--- src/rtl/filter_sample_tx.sv ---
// filter_sample_tx
//   Queues 33-bit filtered samples in a small FIFO and sends each one to the
//   host as a 5-byte 8N1 UART frame: {7'b0, s[32]}, s[31:24], s[23:16],
//   s[15:8], s[7:0], every byte LSB first.
//
//   state | meaning
//   ------+----------------------------------------------------------
//   IDLE  | line high; pop FIFO head into the shift register if any
//   START | start bit (0) for CLKS_PER_BIT cycles
//   DATA  | 8 data bits, LSB of shift register, shift after each bit
//   STOP  | stop bit (1); next byte or back to IDLE after byte 4
//
// Ports
//   clk        system clock, rising edge
//   rst        asynchronous active-low reset
//   outSignal  sample word (bit 32 status flag, [31:0] IEEE-754 single)
//   dataReady  sample valid, rising-edge qualified
//   txd        UART output, idles high
//   busy       FSM not IDLE or FIFO non-empty
//   overflow   sticky, a sample was dropped on a full FIFO
//   fifoCount  occupied FIFO entries
module filter_sample_tx #(
  parameter int CLKS_PER_BIT = 434,
  parameter int FIFO_AW      = 2
) (
  input  logic             clk,
  input  logic             rst,
  input  logic [32:0]      outSignal,
  input  logic             dataReady,
  output logic             txd,
  output logic             busy,
  output logic             overflow,
  output logic [FIFO_AW:0] fifoCount
);

  localparam int DEPTH = 1 << FIFO_AW;
  localparam int CNT_W = (CLKS_PER_BIT > 1) ? $clog2(CLKS_PER_BIT) : 1;

  typedef enum logic [1:0] {IDLE, START, DATA, STOP} state_t;

  state_t               state_q, state_d;
  logic [CNT_W-1:0]     cnt_q, cnt_d;
  logic [2:0]           bit_idx_q, bit_idx_d;
  logic [2:0]           byte_idx_q, byte_idx_d;
  logic [39:0]          shift_q, shift_d;
  logic                 txd_q, txd_d;
  logic [FIFO_AW-1:0]   wr_ptr_q, wr_ptr_d;
  logic [FIFO_AW-1:0]   rd_ptr_q, rd_ptr_d;
  logic [FIFO_AW:0]     count_q, count_d;
  logic                 ovf_q, ovf_d;
  logic                 dreq_q;
  logic [32:0]          mem_q [DEPTH];

  logic                 push_req, push_ok, pop;
  logic                 fifo_full, fifo_empty, bit_end;
  logic [32:0]          head;

  // FIFO control. A pop on the same edge frees a slot, so a push onto a
  // full FIFO is accepted when the FSM is popping.
  always_comb begin
    push_req   = dataReady & ~dreq_q;
    fifo_full  = (count_q == (FIFO_AW+1)'(DEPTH));
    fifo_empty = (count_q == '0);
    pop        = (state_q == IDLE) && !fifo_empty;
    push_ok    = push_req && (!fifo_full || pop);
    head       = mem_q[rd_ptr_q];

    wr_ptr_d = push_ok ? wr_ptr_q + FIFO_AW'(1) : wr_ptr_q;
    rd_ptr_d = pop     ? rd_ptr_q + FIFO_AW'(1) : rd_ptr_q;
    count_d  = count_q;
    if (push_ok && !pop)      count_d = count_q + (FIFO_AW+1)'(1);
    else if (!push_ok && pop) count_d = count_q - (FIFO_AW+1)'(1);
    ovf_d = ovf_q | (push_req & fifo_full & ~pop);
  end

  always_comb begin
    state_d    = state_q;
    cnt_d      = cnt_q + CNT_W'(1);
    bit_idx_d  = bit_idx_q;
    byte_idx_d = byte_idx_q;
    shift_d    = shift_q;
    bit_end    = (cnt_q == CNT_W'(CLKS_PER_BIT - 1));

    case (state_q)
      IDLE: begin
        cnt_d = '0;
        if (pop) begin
          // Byte order on the wire is low end of the register first.
          shift_d    = {head[7:0], head[15:8], head[23:16], head[31:24],
                        7'b0, head[32]};
          byte_idx_d = '0;
          state_d    = START;
        end
      end
      START: begin
        if (bit_end) begin
          cnt_d     = '0;
          bit_idx_d = '0;
          state_d   = DATA;
        end
      end
      DATA: begin
        if (bit_end) begin
          cnt_d   = '0;
          shift_d = shift_q >> 1;
          if (bit_idx_q == 3'd7) state_d = STOP;
          else                   bit_idx_d = bit_idx_q + 3'd1;
        end
      end
      STOP: begin
        if (bit_end) begin
          cnt_d = '0;
          if (byte_idx_q < 3'd4) begin
            byte_idx_d = byte_idx_q + 3'd1;
            state_d    = START;
          end else begin
            state_d = IDLE;
          end
        end
      end
      default: state_d = IDLE;
    endcase

    // txd is registered from the next state so it changes cleanly with it.
    case (state_d)
      START:   txd_d = 1'b0;
      DATA:    txd_d = shift_d[0];
      default: txd_d = 1'b1;
    endcase
  end

  always_ff @(posedge clk or negedge rst) begin
    if (!rst) begin
      state_q    <= IDLE;
      cnt_q      <= '0;
      bit_idx_q  <= '0;
      byte_idx_q <= '0;
      shift_q    <= '0;
      txd_q      <= 1'b1;
      wr_ptr_q   <= '0;
      rd_ptr_q   <= '0;
      count_q    <= '0;
      ovf_q      <= 1'b0;
      dreq_q     <= 1'b0;
    end else begin
      state_q    <= state_d;
      cnt_q      <= cnt_d;
      bit_idx_q  <= bit_idx_d;
      byte_idx_q <= byte_idx_d;
      shift_q    <= shift_d;
      txd_q      <= txd_d;
      wr_ptr_q   <= wr_ptr_d;
      rd_ptr_q   <= rd_ptr_d;
      count_q    <= count_d;
      ovf_q      <= ovf_d;
      dreq_q     <= dataReady;
    end
  end

  // Storage needs no reset; the pointers and count define what is valid.
  always_ff @(posedge clk) begin
    if (push_ok) mem_q[wr_ptr_q] <= outSignal;
  end

  assign txd       = txd_q;
  assign busy      = (state_q != IDLE) || !fifo_empty;
  assign overflow  = ovf_q;
  assign fifoCount = count_q;

endmodule

--- config.mk ---
export PLATFORM = sky130hd
export DESIGN_NAME = filter_sample_tx
export DESIGN_NICKNAME = d
export VERILOG_FILES = /design/src/rtl/filter_sample_tx.sv
export SDC_FILE = /design/constraint.sdc
export NUM_CORES = 1
export LEC_CHECK = 0
export CAP_MARGIN = 20
export CORE_MARGIN = 2
export CORE_UTILIZATION = 53
export DETAILED_ROUTE_END_ITERATION = 7
export MAX_ROUTING_LAYER = met4
export PLACE_DENSITY = 0.72
export RECOVER_POWER = 25
export SLEW_MARGIN = 5
export SYNTH_ARGS = -nofsm -noshare
export SYNTH_HDL_FRONTEND = slang
export SYNTH_SLANG_ARGS = --single-unit
--- constraint.sdc ---
create_clock -name clk -period 4.4 [get_ports clk]
set_clock_uncertainty 0.1 [all_clocks]
set_input_delay 0.88 -clock clk [delete_from_list [all_inputs] [get_ports clk]]
set_output_delay 0.88 -clock clk [all_outputs]
set_load 0.005 [all_outputs]
### Yosys cells after proc, flatten, opt, wreduce, memory -nomap -nowiden

Memories as Yosys holds them, arrays and structs flattened.
Cells that the tools add are included.

* reductions and logical operators: 21
* multiply operators: 0
* shift operators: 0
* divide/modulo/power cells: 0
* multiplexer cells: 25
* order comparisons: 1
* bitwise logic cells: 6
* add/subtract/negate cells: 7
* equality and inequality tests: 14

Operator list (number)
* 40-bit 2-to-1 mux: 2
* 40-bit one-hot mux with 2 select lines: 1
* 3-bit 2-to-1 mux: 8
* 9-bit one-hot mux with 2 select lines: 1
* 2-bit inequality test, second input constant: 6
* 3-bit one-hot mux with 2 select lines: 2
* 2-bit 2-to-1 mux: 5
* 2-bit nonzero test: 5
* 3-bit by 1-bit adder with 3-bit output, second input constant: 3
* 9-bit by 1-bit adder with 9-bit output, second input constant: 1
* 9-bit equality test, second input constant: 1
* 9-bit 2-to-1 mux: 1
* 2-bit one-hot mux with 4 select lines: 1
* 4-bit AND reduction: 2
* 2-bit equality test, second input constant: 3
* 3-bit equality test, second input constant: 2
* 2-bit by 1-bit adder with 2-bit output, second input constant: 2
* 2-bit by 1-bit equality test with 1-bit output, second input constant: 2
* 1-bit logical AND: 4
* 1-bit logical NOT: 4
* 1-bit AND: 3
* 3-bit logical NOT: 1
* 3-bit < comparator, second input constant: 1
* 1-bit 2-to-1 mux: 3
* 8 further kinds: 10

* latch bits: 0
* memories kept: 1
* memory bits (writable): 132
* bits in registers: 67
* logic and storage cells: 87
* bits in read-only memories: 0
* output and inout bits: 6
* input port bits: 36

Memory list
* mem_q: words 4, width 33, read ports 1, clocked after memory_dff 0, write ports 1, line 52 `logic [32:0] mem_q [DEPTH];`

### Logic depth before layout (Yosys ltp)

* depth after elaboration: 9
* mapped depth: 11
* mapped depth without buffers: 9

### Worst setup path after synthesis

Ideal clock, no wire load.

* kind: in2reg
* start point: in dataReady
* end point: mem mem_q[0][0] (enable)
* setup time: 0.393 ns
* path buffers: 0
* setup slack: 1.804 ns
* stages on the path: 3
* arrival: 2.103 ns
* required time: 3.907 ns
* path through: nand2b_1 -> a31oi_2 -> and2_1

* longest elaborated chain between the ends: 4

RTL lines
* start: declaration: line 29 `input logic dataReady,`
* 1-bit AND: line 61 `push_req = dataReady & ~dreq_q;`
* 1-bit logical AND: line 65 `push_ok = push_req && (!fifo_full || pop);`
* net push_ok: line 54 `logic push_req, push_ok, pop;`
* 1-bit 2-to-1 mux: line 162 `if (push_ok) mem_q[wr_ptr_q] <= outSignal;`
* 1-bit 2-to-1 mux (not written as such): line 162
* end: declaration: line 52

The timed path passes the listed nets, and every way through them passes these cells.

### Worst setup path in the final report

* start point: reg state_q[0]
* end point: out busy

* longest elaborated chain between the ends: 2

RTL lines
* start: declaration: line 41 `state_t state_q, state_d;`
* start signal: assignment: line 146 `state_q <= state_d;`
* 2-bit nonzero test: line 166 `assign busy = (state_q != IDLE) || !fifo_empty;`
* 1-bit logical OR: line 166
* end: declaration: line 31 `output logic busy,`

Every way passes these cells.

==> flow_summary.ini <==
[outcome]
status = finished clean

[power]
powerDensity_nw_per_um2 = 602.5
ir_worst_vdd_uv = 331.9
p_leak_uw = 0.003492
total_power_uw = 5501

[critical_path]
timing.critical_path.cells = or2_1, nor2_1, inv_1, clkdlybuf4s50_1
kind_of_capture_point_of_the_worst_setup_path = output pin
crit_arrival_ns = 2.11
crit_buf_inv = 2
r2r-start = state_q[0]
timing.critical_path.max_delay_family = simple AND/OR/NAND/NOR gates
start_point_of_the_critical_path = state_q[0]
criticalPathCategory = flop to output pin
cpPeakStageDelay_ns = 0.53
startpoint_type = flop
required_time_at_the_worst_slack_endpoint_ns = 3.42
crit_slowest_cell = sky130_fd_sc_hd__dfrtp_1
critical_path.max_fanout = 15

[clock_tree]
clock_latency_ns = 0.43
post-cts-setup-buffers = 0
hold_buffers = 0
tritoncts.num_buffers = 17
cts_root_buffer = sky130_fd_sc_hd__clkbuf_16
tritoncts_clock_tree = done
cts_buffer_depth = 2
cts.repair.resized = 0
clock-sinks = 199
ctsHtreeMaxLevel = 4
path_clk_slew_ns = 0.07

[drt]
detail_route.drc_violations = 0
wl_mm = 13.74
route.vias.total = 4145
post_drt_wl_per_cell_um = 19.49
detailedRoute.firstPassIterationCount = 4
detail_route.iter0.violations = 231
antenna_nets_post_route = 0
via_per_inst = 5.879

[die]
die_h_um = 126.6
floorplan.initialDensity_pct = 54.57
row_count = 44
dieWidth_um = 126.6
die_area_um2 = 16020
core_um2 = 14590
ioPinCount = 42

[layout]
antenna-diode-count = 0
area_growth_pct = 14.68
final_common_cell = sky130_fd_sc_hd__edfxtp_1
most-common-layout-cells = sky130_fd_sc_hd__edfxtp_1 (132), sky130_fd_sc_hd__dfrtp_1 (65), sky130_fd_sc_hd__a22o_1 (34)
drive_gt1_share_pct = 16.12
nets = 555
finalInstanceArea_um2 = 9130

[synth]
synth-seq-cells = 199
synth_seq_area_share_pct = 70.86
syn-instance-count = 460
synth_ff_type = sky130_fd_sc_hd__edfxtp_1
synth_enable_flop_cells = 132
ys_warn_count = 0
async_flop_share_pct = 33.67
post_synth_num_cell_types = 48
average_instance_area_after_synthesis_um2 = 17.31
cell_area_after_synthesis_um2 = 7961
syn-num-nets = 507

[timing]
finalCritPeriodShare_pct = 70.21
tns_ns = 0
clock.fmax_ghz = 0.3237
final-setup-viol-count = 0
post-route-worst-setup-slack_ns = 1.311
maxSlewHeadroom_pct = 36.00
hold_slack_ns = 0.3796
grt_setup_unrepaired = false
report.final.slew_viol_count = 0
timing_worst_slew_pin_value_ns = 0.9601
final_critical_period_ns = 3.089
final_hold_vios = 0

[global_routing]
grt_max_degree = 48
first_global_vias = 4357
global_route_wire_length_before_repair_mm = 22.65
grt.overflow.total = 0
antenna_found_initial = 0
global_routing_usage_summed_across_all_routing_layers_pct = 19.22

[worst_hold_path]
class_of_the_tightest_hold_or_removal_check = flop to flop
hp-start = shift_q[17]

[job]
maxCapViolations = 0

[place]
buffer_ports.inserted = 41
dp_slack_ns = 1.279
detailed_place.area_um2 = 8538
hpwlAfterDp_mm = 8.172
gpl.final_weighted_congestion = 0.7452
[worst register-to-register path, cell delays in order (launching register included)]
cell                      delay [ns]
sky130_fd_sc_hd__dfrtp_1        0.53
sky130_fd_sc_hd__or2_1          0.39
sky130_fd_sc_hd__nor2_4         0.46
sky130_fd_sc_hd__inv_2          0.20
sky130_fd_sc_hd__ha_1           0.26
sky130_fd_sc_hd__inv_1          0.07
sky130_fd_sc_hd__fa_1           0.40
sky130_fd_sc_hd__mux2_2         0.27
[worst paths after layout]
check                                endpoint  slack, ns  depth (start not counted)
worst max-delay path                     busy       1.31                          4
worst min-delay path              shift_q[17]       0.38                          1
worst min register to register    shift_q[17]       0.38                          1
min in group asynchronous       byte_idx_q[0]       0.50                          1
worst max register to register   fifoCount[1]       1.60                          7
max in group asynchronous                 txd       2.74                          2
[kinds of logic after synthesis]
family	Yosys count	share of synthesized area [%]
buffers and inverters	32	2.279
flip-flops	199	70.86
adder cells (fa/ha/maj)	11	1.823
AO/OA/AOI/OAI	103	9.571
AND/OR/NAND/NOR	69	4.668
multiplexers	34	9.477
XOR/XNOR	12	1.320
[area by class of cell]
cell class / count / area, um2
Sequential cell: 199 / 5643
Fill cell: 1009 / 5459
Multi-Input combinational cell: 229 / 2147
Timing Repair Buffer: 51 / 480.5
Clock buffer: 19 / 432.9
Tap cell: 184 / 230.2
Clock inverter: 13 / 158.9
Inverter: 10 / 37.54
[metrics by stage]
stage / util, % / cells
floorplan: - / 460
global placement: 58.52 / 673
detailed placement: 58.52 / 673
CTS: 62.58 / 705
global route: 62.58 / 705
finish: 62.58 / 705
[per-layer routing]
| metal | GRT usage (%) | vias up | part of all wire (%) |
|---|---|---|---|
| met5 | - | - | 0 |
| met4 | 5.688 | 0 | 1.4 |
| met3 | 4.682 | 12 | 3.3 |
| li1 | - | 1891 | - |
| met1 | 24.00 | 2150 | 42 |
| met2 | 31.61 | 92 | 53 |
[synthesized netlist by cell type (3+ instances only)]
library cell | n | area [um2]
sky130_fd_sc_hd__mux4_2 | 33 | 743.2
sky130_fd_sc_hd__ha_1 | 10 | 125.1
sky130_fd_sc_hd__buf_2 | 7 | 35.03
sky130_fd_sc_hd__a22o_1 | 34 | 297.8
sky130_fd_sc_hd__nor2_1 | 15 | 56.30
sky130_fd_sc_hd__buf_6 | 5 | 56.30
sky130_fd_sc_hd__xnor2_1 | 7 | 61.31
sky130_fd_sc_hd__dfrtp_1 | 66 | 1652
sky130_fd_sc_hd__buf_4 | 4 | 30.03
sky130_fd_sc_hd__o21ai_1 | 11 | 55.05
sky130_fd_sc_hd__nand2_1 | 23 | 86.33
sky130_fd_sc_hd__xor2_1 | 5 | 43.79
sky130_fd_sc_hd__inv_1 | 9 | 33.78
sky130_fd_sc_hd__a21oi_1 | 4 | 20.02
sky130_fd_sc_hd__edfxtp_1 | 132 | 3964
sky130_fd_sc_hd__nand3_1 | 7 | 35.03
sky130_fd_sc_hd__o21ai_0 | 10 | 50.05
sky130_fd_sc_hd__clkbuf_1 | 6 | 22.52
sky130_fd_sc_hd__a21o_1 | 32 | 240.2
sky130_fd_sc_hd__and2_1 | 4 | 25.02
sky130_fd_sc_hd__or3_1 | 3 | 18.77
[flip-flops by register name (all words and copies together) (netlist names)]
| register | flops |
|---|---|
| txd | 1 |
| dreq_q | 1 |
| state_q | 2 |
| rd_ptr_q | 2 |
| overflow | 1 |
| shift_q | 40 |
| byte_idx_q | 3 |
| fifoCount | 3 |
| bit_idx_q | 3 |
| wr_ptr_q | 2 |
| cnt_q | 9 |
| mem_q | 132 |
[power breakdown]
| part | total, uW | switching [uW] | internal, uW |
|---|---|---|---|
| clock network | 1550 | 688 | 859 |
| registers | 2640 | 275 | 2370 |
| logic | 1310 | 613 | 699 |
| total | 5500 | 1580 | 3930 |
Note: power is estimated with default switching activity, not from simulation.
